<file path="src/rtl/icache_refill_pkg.sv">
// Shared types and AXI constants for the instruction-cache refill engine.
package icache_refill_pkg;

    typedef enum logic [1:0] {
        ST_IDLE = 2'd0,
        ST_ADDR = 2'd1,
        ST_DATA = 2'd2,
        ST_RESP = 2'd3
    } refill_state_t;

    localparam logic [1:0] AXI_BURST_FIXED = 2'b00;
    localparam logic [1:0] AXI_BURST_INCR  = 2'b01;
    localparam logic [1:0] AXI_BURST_WRAP  = 2'b10;

    localparam logic [1:0] AXI_RESP_OKAY   = 2'b00;
    localparam logic [1:0] AXI_RESP_SLVERR = 2'b10;
    localparam logic [1:0] AXI_RESP_DECERR = 2'b11;

    localparam logic [2:0] AXI_SIZE_4B = 3'b010;

endpackage

</file>
<file path="src/rtl/refill_line_buf.sv">
// Line assembly buffer: places each R beat at its word slot and tracks a
// saturating beat count plus a sticky bad-response flag.
module refill_line_buf
    import icache_refill_pkg::*;
#(
    parameter int LINE_WORDS = 4
) (
    input  logic                             clk,
    input  logic                             resetn,
    input  logic                             clr,
    input  logic [$clog2(LINE_WORDS)-1:0]    start_idx,
    input  logic                             beat_we,
    input  logic [31:0]                      beat_data,
    input  logic [1:0]                       beat_resp,
    output logic [32*LINE_WORDS-1:0]         line,
    output logic                             err,
    output logic [$clog2(LINE_WORDS):0]      cnt
);

    localparam int IDX_W = $clog2(LINE_WORDS);
    localparam logic [IDX_W:0] FULL = (IDX_W+1)'(LINE_WORDS);

    logic [31:0]      words [LINE_WORDS];
    logic [IDX_W-1:0] idx;

    always_ff @(posedge clk) begin
        if (!resetn) begin
            idx <= '0;
            cnt <= '0;
            err <= 1'b0;
            for (int i = 0; i < LINE_WORDS; i++) words[i] <= '0;
        end else if (clr) begin
            idx <= start_idx;
            cnt <= '0;
            err <= 1'b0;
            for (int i = 0; i < LINE_WORDS; i++) words[i] <= '0;
        end else if (beat_we) begin
            // Surplus beats past a full line only advance the index; the line is frozen.
            if (cnt < FULL) begin
                words[idx] <= beat_data;
                cnt        <= cnt + (IDX_W+1)'(1);
            end
            idx <= idx + IDX_W'(1);
            if (beat_resp != AXI_RESP_OKAY) err <= 1'b1;
        end
    end

    always_comb begin
        line = '0;
        for (int i = 0; i < LINE_WORDS; i++) line[32*i +: 32] = words[i];
    end

endmodule

</file>
<file path="src/rtl/icache_axi_refill.sv">
// I-cache miss refill engine: one AXI4 read burst per line, returned as a single pulse.
// Define ICACHE_REFILL_WRAP_EN for critical-word-first WRAP bursts (default INCR).
module icache_axi_refill
    import icache_refill_pkg::*;
#(
    parameter int         LINE_WORDS = 4,
    parameter logic [3:0] ARID_VAL   = 4'h0
) (
    input  logic                         clk,
    input  logic                         resetn,
    input  logic                         rd_req,
    input  logic [31:0]                  rd_addr,
    output logic                         rd_rdy,
    output logic                         ret_valid,
    output logic [32*LINE_WORDS-1:0]     ret_data,
    output logic                         ret_err,
    output logic [3:0]                   arid,
    output logic [31:0]                  araddr,
    output logic [7:0]                   arlen,
    output logic [2:0]                   arsize,
    output logic [1:0]                   arburst,
    output logic                         arvalid,
    input  logic                         arready,
    input  logic [3:0]                   rid,
    input  logic [31:0]                  rdata,
    input  logic [1:0]                   rresp,
    input  logic                         rlast,
    input  logic                         rvalid,
    output logic                         rready
);

    localparam int IDX_W = $clog2(LINE_WORDS);

    refill_state_t    state;
    logic             accept;
    logic             beat_we;
    logic [IDX_W-1:0] start_idx;
    logic [31:0]      araddr_next;
    logic [IDX_W:0]   beat_cnt;
    logic             buf_err;
    logic             last_short;
    logic             unused_bits;

`ifdef ICACHE_REFILL_WRAP_EN
    assign start_idx   = rd_addr[IDX_W+1:2];
    assign araddr_next = {rd_addr[31:2], 2'b00};
    assign arburst     = AXI_BURST_WRAP;
`else
    assign start_idx   = '0;
    assign araddr_next = {rd_addr[31:IDX_W+2], {(IDX_W+2){1'b0}}};
    assign arburst     = AXI_BURST_INCR;
`endif

    assign arid        = ARID_VAL;
    assign arlen       = 8'(LINE_WORDS - 1);
    assign arsize      = AXI_SIZE_4B;
    assign unused_bits = ^{rid, rd_addr[IDX_W+1:0]};

    assign accept  = (state == ST_IDLE) && rd_req;
    assign beat_we = (state == ST_DATA) && rvalid;
    // beat_cnt is the count before the rlast beat lands, hence the -1.
    assign last_short = beat_cnt < (IDX_W+1)'(LINE_WORDS - 1);

    refill_line_buf #(
        .LINE_WORDS (LINE_WORDS)
    ) u_line_buf (
        .clk       (clk),
        .resetn    (resetn),
        .clr       (accept),
        .start_idx (start_idx),
        .beat_we   (beat_we),
        .beat_data (rdata),
        .beat_resp (rresp),
        .line      (ret_data),
        .err       (buf_err),
        .cnt       (beat_cnt)
    );

    always_ff @(posedge clk) begin
        if (!resetn) begin
            state     <= ST_IDLE;
            rd_rdy    <= 1'b1;
            arvalid   <= 1'b0;
            rready    <= 1'b0;
            ret_valid <= 1'b0;
            ret_err   <= 1'b0;
            araddr    <= '0;
        end else begin
            case (state)
                ST_IDLE: begin
                    if (rd_req) begin
                        araddr  <= araddr_next;
                        ret_err <= 1'b0;
                        arvalid <= 1'b1;
                        rd_rdy  <= 1'b0;
                        state   <= ST_ADDR;
                    end
                end
                ST_ADDR: begin
                    if (arready) begin
                        arvalid <= 1'b0;
                        rready  <= 1'b1;
                        state   <= ST_DATA;
                    end
                end
                ST_DATA: begin
                    if (rvalid && rlast) begin
                        rready    <= 1'b0;
                        ret_valid <= 1'b1;
                        // Error covers any bad beat so far, this beat, or a short burst.
                        ret_err   <= buf_err || (rresp != AXI_RESP_OKAY) || last_short;
                        state     <= ST_RESP;
                    end
                end
                ST_RESP: begin
                    ret_valid <= 1'b0;
                    rd_rdy    <= 1'b1;
                    state     <= ST_IDLE;
                end
                default: state <= ST_IDLE;
            endcase
        end
    end

endmodule

</file>
<file path="config.mk">
export PLATFORM = sky130hd
export DESIGN_NAME = icache_axi_refill
export DESIGN_NICKNAME = d
export VERILOG_FILES = /design/src/rtl/icache_refill_pkg.sv /design/src/rtl/refill_line_buf.sv /design/src/rtl/icache_axi_refill.sv
export SDC_FILE = /design/constraint.sdc
export NUM_CORES = 1
export LEC_CHECK = 0
export ABC_AREA = 1
export CAP_MARGIN = 20
export CORE_MARGIN = 2
export CORE_UTILIZATION = 43
export CTS_CLUSTER_SIZE = 20
export DETAILED_ROUTE_END_ITERATION = 6
export GPL_ROUTABILITY_DRIVEN = 0
export PLACE_DENSITY = 0.8
export SYNTH_ARGS = -nofsm -noshare
export SYNTH_HDL_FRONTEND = slang
export SYNTH_SLANG_ARGS = --single-unit
</file>
<file path="constraint.sdc">
create_clock -name clk -period 2.77 [get_ports clk]
set_input_delay 0.4155 -clock clk [delete_from_list [all_inputs] [get_ports clk]]
set_output_delay 0.4155 -clock clk [all_outputs]
set_load 0.03 [all_outputs]
</file>
==> impl_results.md, run 1 <==
* Status: finished clean
* Psw at 2.821 mW
* Sum Neg Setup Slack at 0 ns
* Setup violators final at 0
* Fillers at 1126
* Clock sinks at 169
* XOR/XNOR Fraction of Synth Area at 0%
* Post_cts resized at 0
* Worst-path fanout max at 32
* Top area cells in the synthesized netlist: edfxtp_1 59%, dfxtp_1 13%, nor2_1 11%
* Largest net degree at the start of global routing at 33
* Pwr dens at 912.1 nW/µm²
* Asr flop ratio synth at 0%
* Initial antenna violation count at 0
* Clock Power Share at 27.8%
* Final WL at 15.95 mm
* Top Ports at 258
* RSZ-0062 raised after global routing: no
* Worst-Skew Late Latency at 0.41 ns
* Cts hold-fix bufs at 0
* Reg-to-reg startpoint: state[0]
* DRC violation total after the first TritonRoute iteration at 302
* Complex-gate fraction of the synthesized area at 3.477%
* Core ar. at 14640 µm²
* Largest family of logic cells by synthesized area: simple AND/OR/NAND/NOR gates
* Worst Path Required at 2.91 ns
* Ys Warns at 0
* Num CTS Buffers at 17
* Worst vdd ir at 501.2 µV
* Internal at 5.796 mW
* Mapped Area at 6477 µm²
* Slew Limit Fails at 0
* First-pass DRT Iterations at 4
* Multi-input logic area at 1368 µm²
* Die footprint at 16060 µm²
* CTS tree: yes
* Vias per cell at 4.777
* Final core area utilization at 64.52%
* Part of the Yosys area used for sequential elements at 72.01%
* Critical Path AT at 2.10 ns
* Final worst path period need at 1.954 ns
* DIE WIDTH at 126.7 µm
* Most common cell in the netlist: nor2_1
* Synthesized flop and latch total at 169
* Setup CP Type: reg2reg
* Simple-Gate Fraction of Synth Area at 14.68%
* Ant. Diodes at 0
* Nets at 870
* Placed Cells incl. Taps at 950
* Post-synth EDFFs at 128
* Switching Fraction at 32.74%
* Synth cell count leaders: 188 x nor2_1, 128 x edfxtp_1, 49 x inv_1, 41 x dfxtp_1, 32 x o21ai_0
* Adder-cell share of the synthesized area at 1.738%
* Mapped Cells at 550
* Critical Path Start: state[0]
* Vias at 4677
* Setup repair bufs after CTS at 0
* Leakage Power at 3.930 nW
* Sequential share of power at 40.0%
* Port buffer count at 228
* H-tree levels at 4
* Max_cap viols at 0
* Synth area leader: edfxtp_1
* Share of layout cells above drive strength 1 at 5.912%
* Area of placed instances at 8861 µm²
* First-pass GRT wire length at 24.45 mm
* CP Capture Type: register
* CTS Buffer Depth at 2
* Beginning of the worst hold path: u_line_buf.err
* R2R depth at 9
* Hold Fails Final Rpt at 0
* Max Clock Freq at 0.5117 GHz
* Root Driver: clkbuf_16
* Mean Syn Cell Area at 11.78 µm²
* GR Overflow Total at 0
* Post-synthesis mux area share at 0%
* Num rows at 44
* Top_reg_cell synth: edfxtp_1
* Clk_skew at 0.007630 ns
* Via count of the first global-routing pass at 4688
* Clk pin slew, worst setup/hold paths at 0.06 ns
* GRT Total Usage at 20.10%
* Worst Setup Start Kind: register
* Fin area at 9448 µm²
* Synth cell types at 22
* Starting Density at 44.23%
* Wire per inst at 16.29 µm
* Final period util at 70.55%
* WHS Path Cells at 2
* Post-DP HPWL at 10.84 mm
* Pwr Total at 8.617 mW
* Syn-to-layout area delta at 45.86%
* DRC violations left at 0
* Worst Hold Class: reg2reg
* Combinational Power Share at 32.1%
* Area share of the largest cell type after synthesis at 59.34%
* Final ANT Viol Nets at 0
* Sequential Area at 4664 µm²
* Final Instance Count excl. Fillers at 979
* Die height at 126.7 µm
==> state kept, by name, summed over array words and instances, names as in the netlist <==
name	flops
u_line_buf.cnt	3
araddr	28
ret_valid	1
ret_err	1
u_line_buf.err	1
rready	1
u_line_buf.idx	2
rd_rdy	1
u_line_buf.words	128
arvalid	1
state	2
==> routing by layer <==
metal  track usage (%)  part of all wire [%]  vias up
li1                  -                     -     2204
met3             7.971                    11       21
met5                 0                     0        -
met2             35.20                    50      263
met4             6.076                   1.4        0
met1             22.76                    38     2189
==> stage by stage <==
step	worst slack [ns]	hold WS (ns)
2_1_floorplan	0.3222	0.4363
3_3_place_gp	0.6024	0.4457
3_5_place_dp	0.5867	0.4552
4_1_cts	0.7812	0.4649
5_1_grt	0.6613	0.4914
6_report	0.8159	0.4605
==> logic make-up after synthesis <==
family | after synthesis
other cells | 2
fa+ha+maj | 9
simple gates | 234
buf+inv | 92
compound gates | 44
flops | 169
==> layout by cell type (no fill, tap or decap), types with 2 or more instances in the layout <==
| cell | netlist | layout |
|---|---|---|
| clkdlybuf4s50_1 | 0 | 228 |
| nor2_1 | 188 | 188 |
| edfxtp_1 | 128 | 128 |
| inv_1 | 49 | 49 |
| dfxtp_1 | 41 | 41 |
| o21ai_0 | 32 | 32 |
| nand2_1 | 30 | 30 |
| conb_1 | 2 | 21 |
| clkbuf_16 | 0 | 17 |
| a21oi_1 | 10 | 10 |
| ha_1 | 9 | 9 |
| buf_4 | 21 | 6 |
| nand3_1 | 5 | 5 |
| nand2_4 | 4 | 4 |
| bufinv_16 | 0 | 4 |
| clkbuf_1 | 6 | 4 |
| buf_12 | 0 | 4 |
| nor2_2 | 3 | 3 |
| nand2_2 | 2 | 2 |
| inv_2 | 2 | 2 |
==> worst max-delay path, cell delays in order (launching register included) <==
cell and delay, ns:
dfxtp_1 0.37, inv_1 0.08, ha_1 0.26, nand2_2 0.17
nor2_4 0.05, inv_2 0.11, nor2_8 0.07, nand2_4 0.06
buf_4 0.40, nor2_1 0.10
==> layout make-up <==
class | count | share of cell area (%)
clock buffer | 21 | 4.662
clock inverter | 8 | 1.549
inverter | 51 | 2.026
multi-input combinational | 308 | 14.47
sequential | 169 | 49.37
tap | 184 | 2.437
timing repair buffer | 238 | 25.48
==> power by group through the flow <==
stage	clock network (mW)	registers (mW)	logic [mW]
final	2.40	3.45	2.77
after global placement	0	3.48	2.76
after floorplan	0	4.42	0.659
after CTS	2.43	3.46	2.79
after global routing	2.54	3.50	2.94
after detailed placement	0	3.51	2.78
==> final timing paths <==
path | end | slack (ns)
min | u_line_buf.err | 0.46
min reg2reg | u_line_buf.err | 0.46
max reg2reg | u_line_buf.words[0][16] | 0.82
max | u_line_buf.words[0][16] | 0.82
Power figures use the tool's default switching activity.
==> run 2, diff against run 1 <==
==> constraint.sdc (replaced) <==
create_clock -name clk -period 2.03 [get_ports clk]
set_input_delay 0.3045 -clock clk [delete_from_list [all_inputs] [get_ports clk]]
set_output_delay 0.3045 -clock clk [all_outputs]
set_load 0.03 [all_outputs]
==> impl_results.md, run 2 (synthesis results as in run 1) <==
* Vias at 4628 (-1.0%)
* Max Clock Freq at 0.5305 GHz (+3.7%)
* Largest register FFs at 128 (unchanged)
* Hold Fails Final Rpt at 0 (unchanged)
* GRT Total Usage at 19.80% (-0.30 points)
* GR peak layer: met2
* Clock sinks at 169 (unchanged)
* Clk_skew at 0.009129 ns (+0.001499 ns)
* Sequential share of power at 40.3% (+0.3 points)
* Final core area utilization at 65.23% (+0.72 points)
* DRC violations left at 0 (unchanged)
* Met1 usage at 23.03% (+0.27 points)
* Die footprint at 16060 µm² (unchanged)
* Clk pin slew, worst setup/hold paths at 0.06 ns (about the same)
* Starting Density at 44.23% (unchanged)
* Core ar. at 14640 µm² (unchanged)
* Max_cap viols at 0 (unchanged)
* Fin area at 9553 µm² (+1.1%)
* Top Ports at 258 (unchanged)
* Nets at 879 (+1.0%)
* Die height at 126.7 µm (unchanged)
* Worst-Skew Late Latency at 0.41 ns (about the same)
* GR Util met2 at 33.67% (-1.5 points)
* Setup violators final at 0 (unchanged)
* First-pass DRT Iterations at 4 (unchanged)
* Most flop-heavy register: u_line_buf.words
* First-pass GRT wire length at 24.18 mm (-1.1%)
* Final period util at 92.87% (+22 points)
* CTS Buffer Depth at 2 (unchanged)
* Via count of the first global-routing pass at 4513 (-3.7%)
* Final worst path period need at 1.885 ns (-0.06897 ns)
* Sum Neg Setup Slack at 0 ns (unchanged)
* Hold slack at 0.4608 ns (+0.0002840 ns)
* Placed Cells incl. Taps at 959 (+0.95%)
* Root Driver: clkbuf_16
* Worst-path fanout max at 20 (-38%)
* Pwr Total at 11.66 mW (+35%)
* RSZ-0062 raised after global routing: no
* DIE WIDTH at 126.7 µm (unchanged)
* Clock Power Share at 26.4% (-1.4 points)
* Pwr dens at 1220 nW/µm² (+34%)
* Num rows at 44 (unchanged)
* Post_cts resized at 0 (unchanged)
* Worst Path Required at 2.20 ns (-0.71 ns)
* Vias per cell at 4.679 (-2.0%)
* Final Instance Count excl. Fillers at 989 (+1.0%)
* Most frequent cells in the layout: 228 x clkdlybuf4s50_1, 188 x nor2_1, 128 x edfxtp_1, 49 x inv_1, 41 x dfxtp_1
* Port buffer count at 228 (unchanged)
* Largest net degree at the start of global routing at 33 (unchanged)
* Worst Setup Start Kind: register
* DRC violation total after the first TritonRoute iteration at 337 (+12%)
* Worst reg-to-reg setup slack at 0.14 ns (-0.67 ns)
* Critical Path AT at 2.06 ns (-0.04 ns)
* Post-DP HPWL at 11.10 mm (+2.3%)
* Worst slack at placement at 0.02102 ns (-0.5656 ns)
* Critical Path Start: state[0]
* Setup repair bufs after CTS at 0 (unchanged)
* Psw at 3.911 mW (+39%)
* Share of layout cells above drive strength 1 at 7.702% (+1.8 points)
* Combinational Power Share at 33.3% (+1.2 points)
* Status: finished clean
* Switching Fraction at 33.56% (+0.82 points)
* Ant. Diodes at 0 (unchanged)
* Commonest non-fill, non-tap cell in the layout: clkdlybuf4s50_1
* Slew Limit Fails at 0 (unchanged)
* Initial antenna violation count at 0 (unchanged)
* Largest registers: u_line_buf.words x128, araddr x28, u_line_buf.cnt x3
* Final WS setup at 0.1448 ns (-0.6710 ns)
* Setup CP Type: reg2reg
* Final WL at 15.58 mm (-2.3%)
* Worst vdd ir at 605.4 µV (+21%)
* Final ANT Viol Nets at 0 (unchanged)
* Area of placed instances at 8996 µm² (+1.5%)
* Worst Hold Class: reg2reg
* Num CTS Buffers at 17 (unchanged)
* Syn-to-layout area delta at 47.48%
* CP Capture Type: register
* Reg-to-reg startpoint: state[0]
* GR Overflow Total at 0 (unchanged)
* Cts hold-fix bufs at 0 (unchanged)
* Wire per inst at 15.76 µm (-3.3%)
* R2R depth at 7 (-2)
* GR Util met3 at 7.634% (-0.34 points)
* Leakage Power at 3.977 nW (+1.2%)
* Internal at 7.745 mW (+34%)
* CP Capture Point: u_line_buf.words[1][5]
* RR Endpoint: u_line_buf.words[1][5]
* CTS tree: yes
* H-tree levels at 4 (unchanged)
## run 2: worst min path at each step
stage,startpoint,end,slack (ns),cells after the start
final,u_line_buf.err,u_line_buf.err,0.46,2
after global routing,u_line_buf.err,u_line_buf.err,0.49,2
after CTS,u_line_buf.err,u_line_buf.err,0.46,2
after detailed placement,u_line_buf.err,u_line_buf.err,0.46,2
after global placement,u_line_buf.err,u_line_buf.err,0.45,2
after floorplan,resetn,ret_valid,0.43,2
## run 2: layout make-up
| cell class | instances | area (µm²) |
|---|---|---|
| Inverter | 51 | 191.4 |
| Fill cell | 1106 | 5091 |
| Multi-Input combinational cell | 308 | 1398 |
| Sequential cell | 169 | 4664 |
| Tap cell | 184 | 230.2 |
| Clock buffer | 19 | 432.9 |
| Timing Repair Buffer | 247 | 2512 |
| Clock inverter | 11 | 123.9 |
## run 2: layer usage
metal | wire length [µm] | up-vias
met5 | 0 | -
met4 | 257 | 0
met3 | 1517 | 22
met2 | 7515 | 221
met1 | 6293 | 2161
li1 | - | 2224
## run 2: power by group through the flow
stage               Sequential, mW  Clock [mW]  Combinational [mW]
floorplan                     6.02           0               0.922
global placement              4.75           0                3.88
detailed placement            4.78           0                3.91
CTS                           4.70        3.13                3.92
global route                  4.76        3.29                4.14
finish                        4.69        3.08                3.89
## run 2: worst max-delay path: stages, from the launching register on
cell and delay, ns:
dfxtp_1 0.38, inv_1 0.08, ha_1 0.26, nand2_1 0.12
nand2_2 0.14, inv_1 0.35, nand2_4 0.13, buf_12 0.18
==> run 3, diff against run 2 <==
--- a/config.mk
+++ b/config.mk
@@ -7,7 +7,6 @@
 export LEC_CHECK = 0
 export ABC_AREA = 1
 export CAP_MARGIN = 20
-export CORE_MARGIN = 2
 export CORE_UTILIZATION = 43
 export CTS_CLUSTER_SIZE = 20
 export DETAILED_ROUTE_END_ITERATION = 6
==> impl_results.md, run 3 (synthesis results as in run 1) <==
* Port buffer count at 228 (unchanged)
* Final WS setup at 0.1040 ns (-0.04086 ns)
* Worst-Skew Late Latency at 0.41 ns (about the same)
* Critical Path AT at 2.05 ns (about the same)
* Pwr dens at 1223 nW/µm² (+0.25%)
* Num rows at 44 (unchanged)
* Setup repair bufs after CTS at 0 (unchanged)
* Share of layout cells above drive strength 1 at 8.416% (+0.71 points)
* Starting Density at 44.40% (+0.17 points)
* Pwr Total at 11.74 mW (+0.69%)
* Die height at 124.7 µm (-1.6%)
* Sum Neg Setup Slack at 0 ns (unchanged)
* Slew Limit Fails at 0 (unchanged)
* Area of placed instances at 9016 µm² (+0.22%)
* Wire per inst at 15.85 µm (+0.61%)
* Root Driver: clkbuf_16
* Worst path slowest cell: dfxtp_1
* H-tree levels at 4 (unchanged)
* DRC violation total after the first TritonRoute iteration at 320 (-5.0%)
* Routed wl met3 at 1.769 mm (+17%)
* Via count of the first global-routing pass at 4720 (+4.6%)
* Hold Fails Final Rpt at 0 (unchanged)
* Most flop-heavy register: u_line_buf.words
* Ant. Diodes at 0 (unchanged)
* CP max stage delay at 0.33 ns (-0.05 ns)
* Clk pin slew, worst setup/hold paths at 0.06 ns (about the same)
* Max_cap viols at 0 (unchanged)
* Final period util at 94.88% (+2.0 points)
* Vias at 4623 (-0.11%)
* DIE WIDTH at 124.7 µm (-1.6%)
* Final ANT Viol Nets at 0 (unchanged)
* Num CTS Buffers at 17 (unchanged)
* Placed Cells incl. Taps at 960 (+0.10%)
* Largest registers: u_line_buf.words x128, araddr x28, u_line_buf.cnt x3
* Leakage Power at 3.986 nW (+0.21%)
* Clk_skew at 0.006866 ns (-0.002263 ns)
* Final worst path period need at 1.926 ns (+0.04086 ns)
* Worst slack at placement at 0.04616 ns (+0.02514 ns)
* Largest net degree at the start of global routing at 33 (unchanged)
* Worst Hold Class: reg2reg
* Core ar. at 14590 µm² (-0.38%)
* Met2 routed WL at 7.725 mm (+2.8%)
* Setup CP Type: reg2reg
* Status: finished clean
* Fin area at 9595 µm² (+0.45%)
* Commonest non-fill, non-tap cell in the layout: clkdlybuf4s50_1
* CTS Buffer Depth at 2 (unchanged)
* Nets at 880 (+0.11%)
* Most frequent cells in the layout: 228 x clkdlybuf4s50_1, 188 x nor2_1, 128 x edfxtp_1, 48 x inv_1, 41 x dfxtp_1
* Final Instance Count excl. Fillers at 992 (+0.30%)
* Worst-path fanout max at 11 (-45%)
* Top Ports at 258 (unchanged)
* Top layer in use: met4
* RSZ-0062 raised after global routing: yes
* Worst Setup Start Kind: register
* Max Clock Freq at 0.5192 GHz (-2.1%)
* Die footprint at 15560 µm² (-3.1%)
* First-pass DRT Iterations at 4 (unchanged)
* Initial antenna violation count at 0 (unchanged)
* Met1 WL at 6.035 mm (-4.1%)
* CP Capture Type: register
* Post-DP HPWL at 11.16 mm (+0.54%)
* CP cell instances: inv_1, ha_1, nand2_1, nand2_2, clkinvlp_4, nand2_4, buf_12
* Clock sinks at 169 (unchanged)
* First-pass GRT wire length at 25.07 mm (+3.7%)
* Worst vdd ir at 586.8 µV (-3.1%)
* Worst Path Required at 2.16 ns (-0.04 ns)
* GRT Total Usage at 21.17% (+1.4 points)
* GR Overflow Total at 0 (unchanged)
* Setup violators final at 0 (unchanged)
* Vias per cell at 4.660 (-0.41%)
* Final WL at 15.73 mm (+0.91%)
* CTS tree: yes
* Largest register FFs at 128 (unchanged)
* Syn-to-layout area delta at 48.14%
* DRC violations left at 0 (unchanged)
-- run 3: where the power goes --
part	leakage, nW	internal, mW	switching [mW]
logic	1.99	1.49	2.40
clock network	0.275	1.82	1.32
registers	1.73	4.47	0.239
total	3.99	7.78	3.96
-- run 3: worst paths after layout --
check / slack [ns] / endpoint / depth (start not counted) / from
worst max register to register: 0.10 / u_line_buf.words[2][9] / 7 / state[1]
worst max-delay path: 0.10 / u_line_buf.words[2][9] / 7 / state[1]
worst min register to register: 0.46 / u_line_buf.err / 2 / u_line_buf.err
worst min-delay path: 0.46 / u_line_buf.err / 2 / u_line_buf.err
-- run 3: routing by layer --
metal  vias up  GRT usage, %
met3        16         9.278
met1      2146         24.13
met2       234         35.59
met4         0         6.591
met5         -             0
li1       2227             -
-- run 3: area by class of cell --
class | instances | area, µm²
clock buffers | 18 | 429.2
clock inverters | 14 | 146.4
multi-input cells | 308 | 1398
repair buffers | 248 | 2532
well taps | 184 | 230.2
inverters | 51 | 195.2
flip-flops and latches | 169 | 4664
fillers | 1055 | 4994
-- run 3: critical path: cells and delay by family, from the launching register on --
family,cells,cell delay [ns]
simple gates,3,0.53
fa+ha+maj,1,0.23
flops,1,0.33
buf+inv,3,0.54
-- run 3: stage by stage --
step | util [%] | hold slack (ns)
6_report | 65.77 | 0.4569
3_3_place_gp | 61.80 | 0.4435
4_1_cts | 65.75 | 0.4578
2_1_floorplan | - | 0.4272
3_5_place_dp | 61.80 | 0.4482
5_1_grt | 65.77 | 0.5063
-- run 3: timing repair --
action	4_1_cts	5_1_grt
setup endpoints to repair	0	3
hold buffers	0	0
gates resized for setup	0	1
